**src/rtl/uart_periph.sv**
```systemverilog
// Memory-mapped 8N1 UART: TXD/RXD/CON registers on the CPU data bus, combinational
// read data, level interrupt from the TX_DONE / RX_VALID flags.
module uart_periph #(
    parameter logic [31:0] BASE_ADDR = 32'h4000_0018,
    parameter int          BAUD_DIV  = 5208
) (
    input  logic        clk,
    input  logic        reset,
    input  logic        rd,
    input  logic        wr,
    input  logic [31:0] addr,
    input  logic [31:0] wdata,
    output logic [31:0] rdata,
    input  logic        uart_rx,
    output logic        uart_tx,
    output logic        irqout
);
    localparam int          CW        = $clog2(BAUD_DIV);
    localparam logic [CW-1:0] BAUD_LAST = CW'(BAUD_DIV - 1);
    localparam logic [CW-1:0] HALF_LAST = CW'(BAUD_DIV / 2 - 1);
    localparam logic [31:0] TXD_ADDR  = BASE_ADDR;
    localparam logic [31:0] RXD_ADDR  = BASE_ADDR + 32'd4;
    localparam logic [31:0] CON_ADDR  = BASE_ADDR + 32'd8;

    typedef enum logic [1:0] {S_IDLE, S_START, S_DATA, S_STOP} state_e;

    state_e          tx_state_q, tx_state_d, rx_state_q, rx_state_d;
    logic [CW-1:0]   tx_cnt_q, tx_cnt_d, rx_cnt_q, rx_cnt_d;
    logic [2:0]      tx_bit_q, tx_bit_d, rx_bit_q, rx_bit_d;
    logic [7:0]      txd_q, txd_d, rxd_q, rxd_d, rx_shift_q, rx_shift_d;
    logic            tx_line_q, tx_line_d;
    logic [1:0]      rx_sync_q, rx_sync_d;
    logic            rx_prev_q, rx_prev_d;
    logic            tx_irq_en_q, tx_irq_en_d, rx_irq_en_q, rx_irq_en_d;
    logic            tx_done_q, tx_done_d, rx_valid_q, rx_valid_d;
    logic            overrun_q, overrun_d, ferr_q, ferr_d;

    logic sel_txd, sel_rxd, sel_con, tx_accept, con_wr, con_rd, rxd_rd;
    logic tx_busy, tx_done_set, rx_good, rx_ferr, rx_bit;
    logic [31:0] con_val;
    logic unused_wdata;

    assign unused_wdata = ^wdata[31:8];

    assign sel_txd   = (addr == TXD_ADDR);
    assign sel_rxd   = (addr == RXD_ADDR);
    assign sel_con   = (addr == CON_ADDR);
    assign tx_busy   = (tx_state_q != S_IDLE);
    assign tx_accept = wr && sel_txd && !tx_busy;
    assign con_wr    = wr && sel_con;
    assign con_rd    = rd && sel_con;
    assign rxd_rd    = rd && sel_rxd;
    assign rx_bit    = rx_sync_q[1];

    assign con_val = {25'd0, ferr_q, overrun_q, tx_busy, rx_valid_q, tx_done_q,
                      rx_irq_en_q, tx_irq_en_q};

    always_comb begin
        rdata = '0;
        if (rd) begin
            if (sel_txd)      rdata = {24'd0, txd_q};
            else if (sel_rxd) rdata = {24'd0, rxd_q};
            else if (sel_con) rdata = con_val;
        end
    end

    assign irqout  = (tx_irq_en_q & tx_done_q) | (rx_irq_en_q & rx_valid_q);
    assign uart_tx = tx_line_q;

    // TX: line level is registered from the next state so the pin never glitches.
    always_comb begin
        tx_state_d  = tx_state_q;
        tx_cnt_d    = tx_cnt_q;
        tx_bit_d    = tx_bit_q;
        txd_d       = txd_q;
        tx_done_set = 1'b0;
        unique case (tx_state_q)
            S_IDLE: if (tx_accept) begin
                txd_d      = wdata[7:0];
                tx_state_d = S_START;
                tx_cnt_d   = '0;
            end
            S_START: if (tx_cnt_q == BAUD_LAST) begin
                tx_cnt_d   = '0;
                tx_bit_d   = '0;
                tx_state_d = S_DATA;
            end else tx_cnt_d = tx_cnt_q + CW'(1);
            S_DATA: if (tx_cnt_q == BAUD_LAST) begin
                tx_cnt_d = '0;
                if (tx_bit_q == 3'd7) tx_state_d = S_STOP;
                else                  tx_bit_d   = tx_bit_q + 3'd1;
            end else tx_cnt_d = tx_cnt_q + CW'(1);
            S_STOP: if (tx_cnt_q == BAUD_LAST) begin
                tx_cnt_d    = '0;
                tx_state_d  = S_IDLE;
                tx_done_set = 1'b1;
            end else tx_cnt_d = tx_cnt_q + CW'(1);
            default: tx_state_d = S_IDLE;
        endcase
        unique case (tx_state_d)
            S_START: tx_line_d = 1'b0;
            S_DATA:  tx_line_d = txd_d[tx_bit_d];
            default: tx_line_d = 1'b1;
        endcase
    end

    // RX: start is re-checked half a bit later so short low glitches are dropped.
    always_comb begin
        rx_sync_d  = {rx_sync_q[0], uart_rx};
        rx_prev_d  = rx_bit;
        rx_state_d = rx_state_q;
        rx_cnt_d   = rx_cnt_q;
        rx_bit_d   = rx_bit_q;
        rx_shift_d = rx_shift_q;
        rx_good    = 1'b0;
        rx_ferr    = 1'b0;
        unique case (rx_state_q)
            S_IDLE: if (rx_prev_q && !rx_bit) begin
                rx_state_d = S_START;
                rx_cnt_d   = '0;
            end
            S_START: if (rx_cnt_q == HALF_LAST) begin
                rx_cnt_d   = '0;
                rx_bit_d   = '0;
                rx_state_d = rx_bit ? S_IDLE : S_DATA;
            end else rx_cnt_d = rx_cnt_q + CW'(1);
            S_DATA: if (rx_cnt_q == BAUD_LAST) begin
                rx_cnt_d   = '0;
                rx_shift_d = {rx_bit, rx_shift_q[7:1]};
                if (rx_bit_q == 3'd7) rx_state_d = S_STOP;
                else                  rx_bit_d   = rx_bit_q + 3'd1;
            end else rx_cnt_d = rx_cnt_q + CW'(1);
            S_STOP: if (rx_cnt_q == BAUD_LAST) begin
                rx_cnt_d   = '0;
                rx_state_d = S_IDLE;
                rx_good    = rx_bit;
                rx_ferr    = !rx_bit;
            end else rx_cnt_d = rx_cnt_q + CW'(1);
            default: rx_state_d = S_IDLE;
        endcase
    end

    // Flag updates: a set in the same cycle wins over a read-clear.
    always_comb begin
        rxd_d       = rx_good ? rx_shift_q : rxd_q;
        rx_valid_d  = rx_good ? 1'b1 : (rxd_rd ? 1'b0 : rx_valid_q);
        overrun_d   = (rx_good && rx_valid_q) ? 1'b1 : (con_rd ? 1'b0 : overrun_q);
        ferr_d      = rx_ferr ? 1'b1 : (con_rd ? 1'b0 : ferr_q);
        tx_done_d   = tx_done_set ? 1'b1 : (con_rd ? 1'b0 : tx_done_q);
        tx_irq_en_d = con_wr ? wdata[0] : tx_irq_en_q;
        rx_irq_en_d = con_wr ? wdata[1] : rx_irq_en_q;
    end

    always_ff @(posedge clk or negedge reset) begin
        if (!reset) begin
            tx_state_q  <= S_IDLE;
            rx_state_q  <= S_IDLE;
            tx_cnt_q    <= '0;
            rx_cnt_q    <= '0;
            tx_bit_q    <= '0;
            rx_bit_q    <= '0;
            txd_q       <= '0;
            rxd_q       <= '0;
            rx_shift_q  <= '0;
            tx_line_q   <= 1'b1;
            rx_sync_q   <= 2'b11;
            rx_prev_q   <= 1'b1;
            tx_irq_en_q <= 1'b0;
            rx_irq_en_q <= 1'b0;
            tx_done_q   <= 1'b0;
            rx_valid_q  <= 1'b0;
            overrun_q   <= 1'b0;
            ferr_q      <= 1'b0;
        end else begin
            tx_state_q  <= tx_state_d;
            rx_state_q  <= rx_state_d;
            tx_cnt_q    <= tx_cnt_d;
            rx_cnt_q    <= rx_cnt_d;
            tx_bit_q    <= tx_bit_d;
            rx_bit_q    <= rx_bit_d;
            txd_q       <= txd_d;
            rxd_q       <= rxd_d;
            rx_shift_q  <= rx_shift_d;
            tx_line_q   <= tx_line_d;
            rx_sync_q   <= rx_sync_d;
            rx_prev_q   <= rx_prev_d;
            tx_irq_en_q <= tx_irq_en_d;
            rx_irq_en_q <= rx_irq_en_d;
            tx_done_q   <= tx_done_d;
            rx_valid_q  <= rx_valid_d;
            overrun_q   <= overrun_d;
            ferr_q      <= ferr_d;
        end
    end
endmodule

```
**config.mk**
```make
export PLATFORM = sky130hd
export DESIGN_NAME = uart_periph
export DESIGN_NICKNAME = d
export VERILOG_FILES = /design/src/rtl/uart_periph.sv
export SDC_FILE = /design/constraint.sdc
export NUM_CORES = 1
export LEC_CHECK = 0
export CAP_MARGIN = 30
export CORE_MARGIN = 10
export CORE_UTILIZATION = 50
export CTS_CLUSTER_DIAMETER = 60
export CTS_CLUSTER_SIZE = 24
export DETAILED_ROUTE_END_ITERATION = 10
export PLACE_DENSITY = 0.82
export SETUP_SLACK_MARGIN = 0.3
export SLEW_MARGIN = 15
export SYNTH_ARGS = -nofsm -noshare
export SYNTH_HDL_FRONTEND = slang
export SYNTH_SLANG_ARGS = --single-unit
```
**constraint.sdc**
```tcl
create_clock -name clk -period 9.29 [get_ports clk]
set_input_delay 2.787 -clock clk [delete_from_list [all_inputs] [get_ports clk]]
set_output_delay 2.787 -clock clk [all_outputs]
set_load 0.005 [all_outputs]
```
# Word level (Yosys, flattened, before mapping)
# Index checks and enable logic that the tools add are counted.
# word_totals
regBits,70
inputBits,69
output_inout_bits,34
elab_cells,120
# op_classes
add_sub_neg,4
order_cmp,1
n_eq_ne,23
muxes,49
n_bitwise,3
reduce_logical,22
# op_table
operator,count
== test 32 x 31 -> 1 bit (second input constant),3
2-to-1 mux 13 bit,5
case mux 13 bit (3 select lines),1
2-to-1 mux 32 bit,1
2-to-1 mux 8 bit,4
adder 13 x 1 -> 13 bit (second input constant),2
== test 13 bit (second input constant),2
case mux 13 bit (2 select lines),1
2-to-1 mux 2 bit,11
2-to-1 mux 3 bit,6
case mux 2 bit (4 select lines),2
inequality test 2 bit (second input constant),7
== test 13 x 12 -> 1 bit (second input constant),1
2-to-1 mux 1 bit,13
case mux 3 bit (2 select lines),2
nonzero test 2 bit,6
== test 2 bit (second input constant),5
logical AND 1 bit,7
2-to-1 mux 7 bit,1
adder 3 x 1 -> 3 bit (second input constant),2
== test 2 x 1 -> 1 bit (second input constant),3
== test 3 bit (second input constant),2
AND reduction 5 bit,1
zero test 2 bit,2
other kinds (10),12

# Logic depth before layout (Yosys ltp)
# Gate-level depths: netlist of run 1.
# logic_depth
depth_word,8
ltp_mapped,11

# Least setup slack after synthesis of run 1
# OpenSTA, ideal clock, no wires.
# synth_path
kind,input to output
startpoint,in addr[16]
endpoint,out rdata[0]
arrival_time_ns,4.161
setup_slack_ns,2.342
cell_stages,7
n_path_buf,1
path_cell_list,nor4_1 > nand4_1 > or4_4 > buf_2 > nor2_1 > a21oi_1 > nor2_1
# synth_between
elab_chain_len,5
# synth_rtl
item,line,text
from (decl),11,"input logic [31:0] addr,"
== test 32 x 31 -> 1 bit,47,assign sel_con = (addr == CON_ADDR);
2-to-1 mux 7 bit,63,else if (sel_con) rdata = con_val;
2-to-1 mux 8 bit,62,"else if (sel_rxd) rdata = {24'd0, rxd_q};"
2-to-1 mux 8 bit *,61,"if (sel_txd) rdata = {24'd0, txd_q};"
2-to-1 mux 32 bit *,60,if (rd) begin
to (decl),13,"output logic [31:0] rdata,"
# Mark *: on every way between the ends. The rest lies on a longest branch, timed or not.

# Final worst setup path of run 1
# layout_path
startpoint,in addr[2]
endpoint,out rdata[1]
# The elaborated chain is that of the path after synthesis.

==> results of run 1 <==
[worst max path at each step]
stage | from | end | slack, ns | cells past startpoint
detailed placement | addr[2] | rdata[1] | 1.12 | 7
global route | addr[2] | rdata[3] | 0.99 | 7
floorplan | addr[16] | rdata[0] | 2.34 | 7
global placement | addr[2] | rdata[1] | 1.15 | 7
finish | addr[2] | rdata[1] | 1.11 | 7
CTS | addr[2] | rdata[1] | 1.12 | 7
[area by class of cell]
class / count / area (sq um) / share of cell area
timing repair buffer: 58 / 566 / 0.120
clock buffer: 9 / 124 / 0.0262
inverter: 12 / 45.0 / 0.00953
sequential: 70 / 1760 / 0.372
clock inverter: 7 / 106 / 0.0225
tap: 102 / 128 / 0.0270
multi-input combinational: 327 / 2000 / 0.423
[sequential cells by signal, indices dropped and copies added, names as in the netlist, 2 cells and up, named ones only]
name / count
rx_bit_q: 3
rx_cnt_q: 13
rx_shift_q: 8
rx_sync_q: 2
rxd_q: 8
tx_bit_q: 3
tx_cnt_q: 13
tx_state_q: 2
txd_q: 8
[routing by layer]
layer	global-route usage	vias up	wire length, um
met5	0	-	0
li1	-	1586	-
met4	0.0546	0	97
met2	0.278	102	5070
met1	0.189	1584	3870
met3	0.0295	9	523
[logic make-up after synthesis]
kind of cell | after synthesis | share of synthesized area
compound gates | 97 | 0.146
xor+xnor | 3 | 0.00662
fa+ha+maj | 10 | 0.0315
buf+inv | 52 | 0.0756
flops | 70 | 0.442
mux | 37 | 0.0992
other cells | 1 | 0.000944
simple gates | 156 | 0.198
[report_power, final]
part           leakage, nW  switching, mW  internal, mW
registers            0.907         0.0298         0.328
clock network        0.116          0.125         0.155
logic                 1.02         0.0764        0.0657
[cells in the final DEF, fill, tap and decap left out, drive strengths merged, types with 10 or more instances in the layout]
cell	count
nand4	10
nand2	57
mux2i	18
mux2	19
inv	13
a21oi	18
nand3	15
dfrtp	66
ha	10
nor2	34
clkbuf	10
clkdlybuf4s50	53
o21ai	47
conb	24
[cell usage after synthesis (3+ instances only)]
cell	instances	area, sq um
inv_1	11	41.3
buf_4	25	188
and3_1	5	31.3
ha_1	10	125
nor2b_1	3	18.8
o21ai_0	46	230
dfrtp_1	66	1650
mux2i_1	18	180
nand4_1	10	62.6
a22oi_1	5	37.5
dfstp_2	4	105
a31oi_1	7	43.8
nor2_1	34	128
a211oi_1	3	22.5
xor2_1	3	26.3
a22o_1	6	52.6
clkbuf_1	10	37.5
buf_2	3	15.0
nor4_1	6	37.5
nor4b_1	5	43.8
nand3_1	15	75.1
and2_1	4	25.0
a21oi_1	18	90.1
nand2_1	57	214
mux2_2	19	214
[metrics by stage]
step                std cells  area (sq um)  power [mW]   util  setup slack, ns
floorplan                 449          4060       0.457      -             2.34
global placement          568          4490       0.492  0.581             1.15
detailed placement        568          4490       0.501  0.581             1.12
CTS                       584          4720       0.781  0.611             1.12
global route              585          4730       0.821  0.612            0.994
finish                    585          4730       0.780  0.612             1.11
[worst max-delay path: stages]
cell and delay (ns):
clkdlybuf4s50_1 0.40, buf_4 0.20, or4b_2 0.69, nor3_2 0.50, a21oi_1 0.15, nor2_1 0.11, clkdlybuf4s50_1 0.55
==> out/results.ini, run 1 <==
[clock_tree]
clock_tree_from_tritoncts = done
cts_sinks = 70
cts_setup_buffers = 0
clk_path_buf_depth = 2
cts_made_buffers = 9
cts_root_buffer = clkbuf_8
clkLatencyLatePin_ns = 0.35
cts_hold_buffers = 0
post_cts_resized = 0
htree_levels = 3
cts.reportedPaths.clkPinSlew_ns = 0.07

[routing]
first_pass_iters = 5
avgViaCountPerCell = 5.61
final_antenna_net_count = 0
num_vias = 3281
drc_marker_count_from_the_first_detailed_route_iteration = 206
drt-wirelength-per-cell_um = 16.3
drcViolationCount = 0
finalWirelength_mm = 9.56

[yosys]
syn_avg_cell_area_sq_um = 9.32
netlist_area_sq_mm = 0.00397
syn_inst = 426
postSynth.asyncResetShare = 1.00
synth-edff-count = 0
synth_seq_cells = 70
yosysSeqAreaShare = 0.442
synth_warnings = 0
dominant_synthesized_flop_cell = dfrtp_1
number_of_distinct_library_cells_after_synthesis = 50

[min_path]
hold_path_class = flop to flop
hp-start = rx_sync_q[0]
min_delay_path_depth = 0
hold_end = rx_sync_q[1]

[finish]
syn_to_final_growth_pct = 19.0
design.final.nets = 557
num-fill-cells = 628
post_route_cells_drive_above_1_share = 0.110
inserted_diodes = 0

[run_status]
result_of_the_run = finished, final reports clean

[global_routing]
global_route.overflow_total = 0
global_route.usage.total = 0.158
initial_antenna_violation_count = 0
grt_start_max_net_pins = 71
wire_length_of_the_first_global_routing_pass_mm = 15.2
grt_pass1_vias = 3187

[die]
dieWidth_um = 109
placementRows = 32
die_h_um = 109
core_sq_mm = 0.00773
dieArea_sq_mm = 0.0119
initial_core_util = 0.514
i_o_pin_count = 103

[flow_run]
cap_viol_max_count = 0

[worst_setup_path]
timing.critical_path.from_type = primary input
worstReg2RegEnd = uart_tx
ff2ff_setup_slack_ns = 6.35
worstPathArrival_ns = 5.39
end_kind = primary output
r2r.worst_path.cells = 9
reg2reg_from = tx_cnt_q[0]
critical_path_class = primary input to primary output
crit_path_max_fanout = 13
required_ns = 6.50

[power]
pwr_density_cell_mw_per_mm2 = 165
maximum_vdd_ir_drop_v = 0.000155
leakage_nw = 2.05

[sta]
setup-violations-final = 0
hold_violations = 0
fin_crit_ns = 8.18
slew_at_the_pin_closest_to_its_max_slew_limit_ns = 0.914
fmax_mhz = 122
maxSlewViolCount = 0
fin_worst_skew_ns = 0.00692
rsz0062_at_grt = false
max-slew-margin-rel = 0.386
timing.setup.tns_ns = 0
layout_worst_path_cycle_share = 0.880
hold_slack_ns = 0.358

[place]
dp_hpwl_mm = 7.00
place.gp.congestion = 0.871
place.port_buffers = 54

Power figures use the tool's default switching activity.
==> inputs of run 2 (changes only) <==
--- a/config.mk
+++ b/config.mk
@@ -8,7 +8,6 @@
 export CAP_MARGIN = 30
 export CORE_MARGIN = 10
 export CORE_UTILIZATION = 50
-export CTS_CLUSTER_DIAMETER = 60
 export CTS_CLUSTER_SIZE = 24
 export DETAILED_ROUTE_END_ITERATION = 10
 export PLACE_DENSITY = 0.82
==> results of run 2 <==
No change in the layout: final DEF, timing and power equal those of run 1.
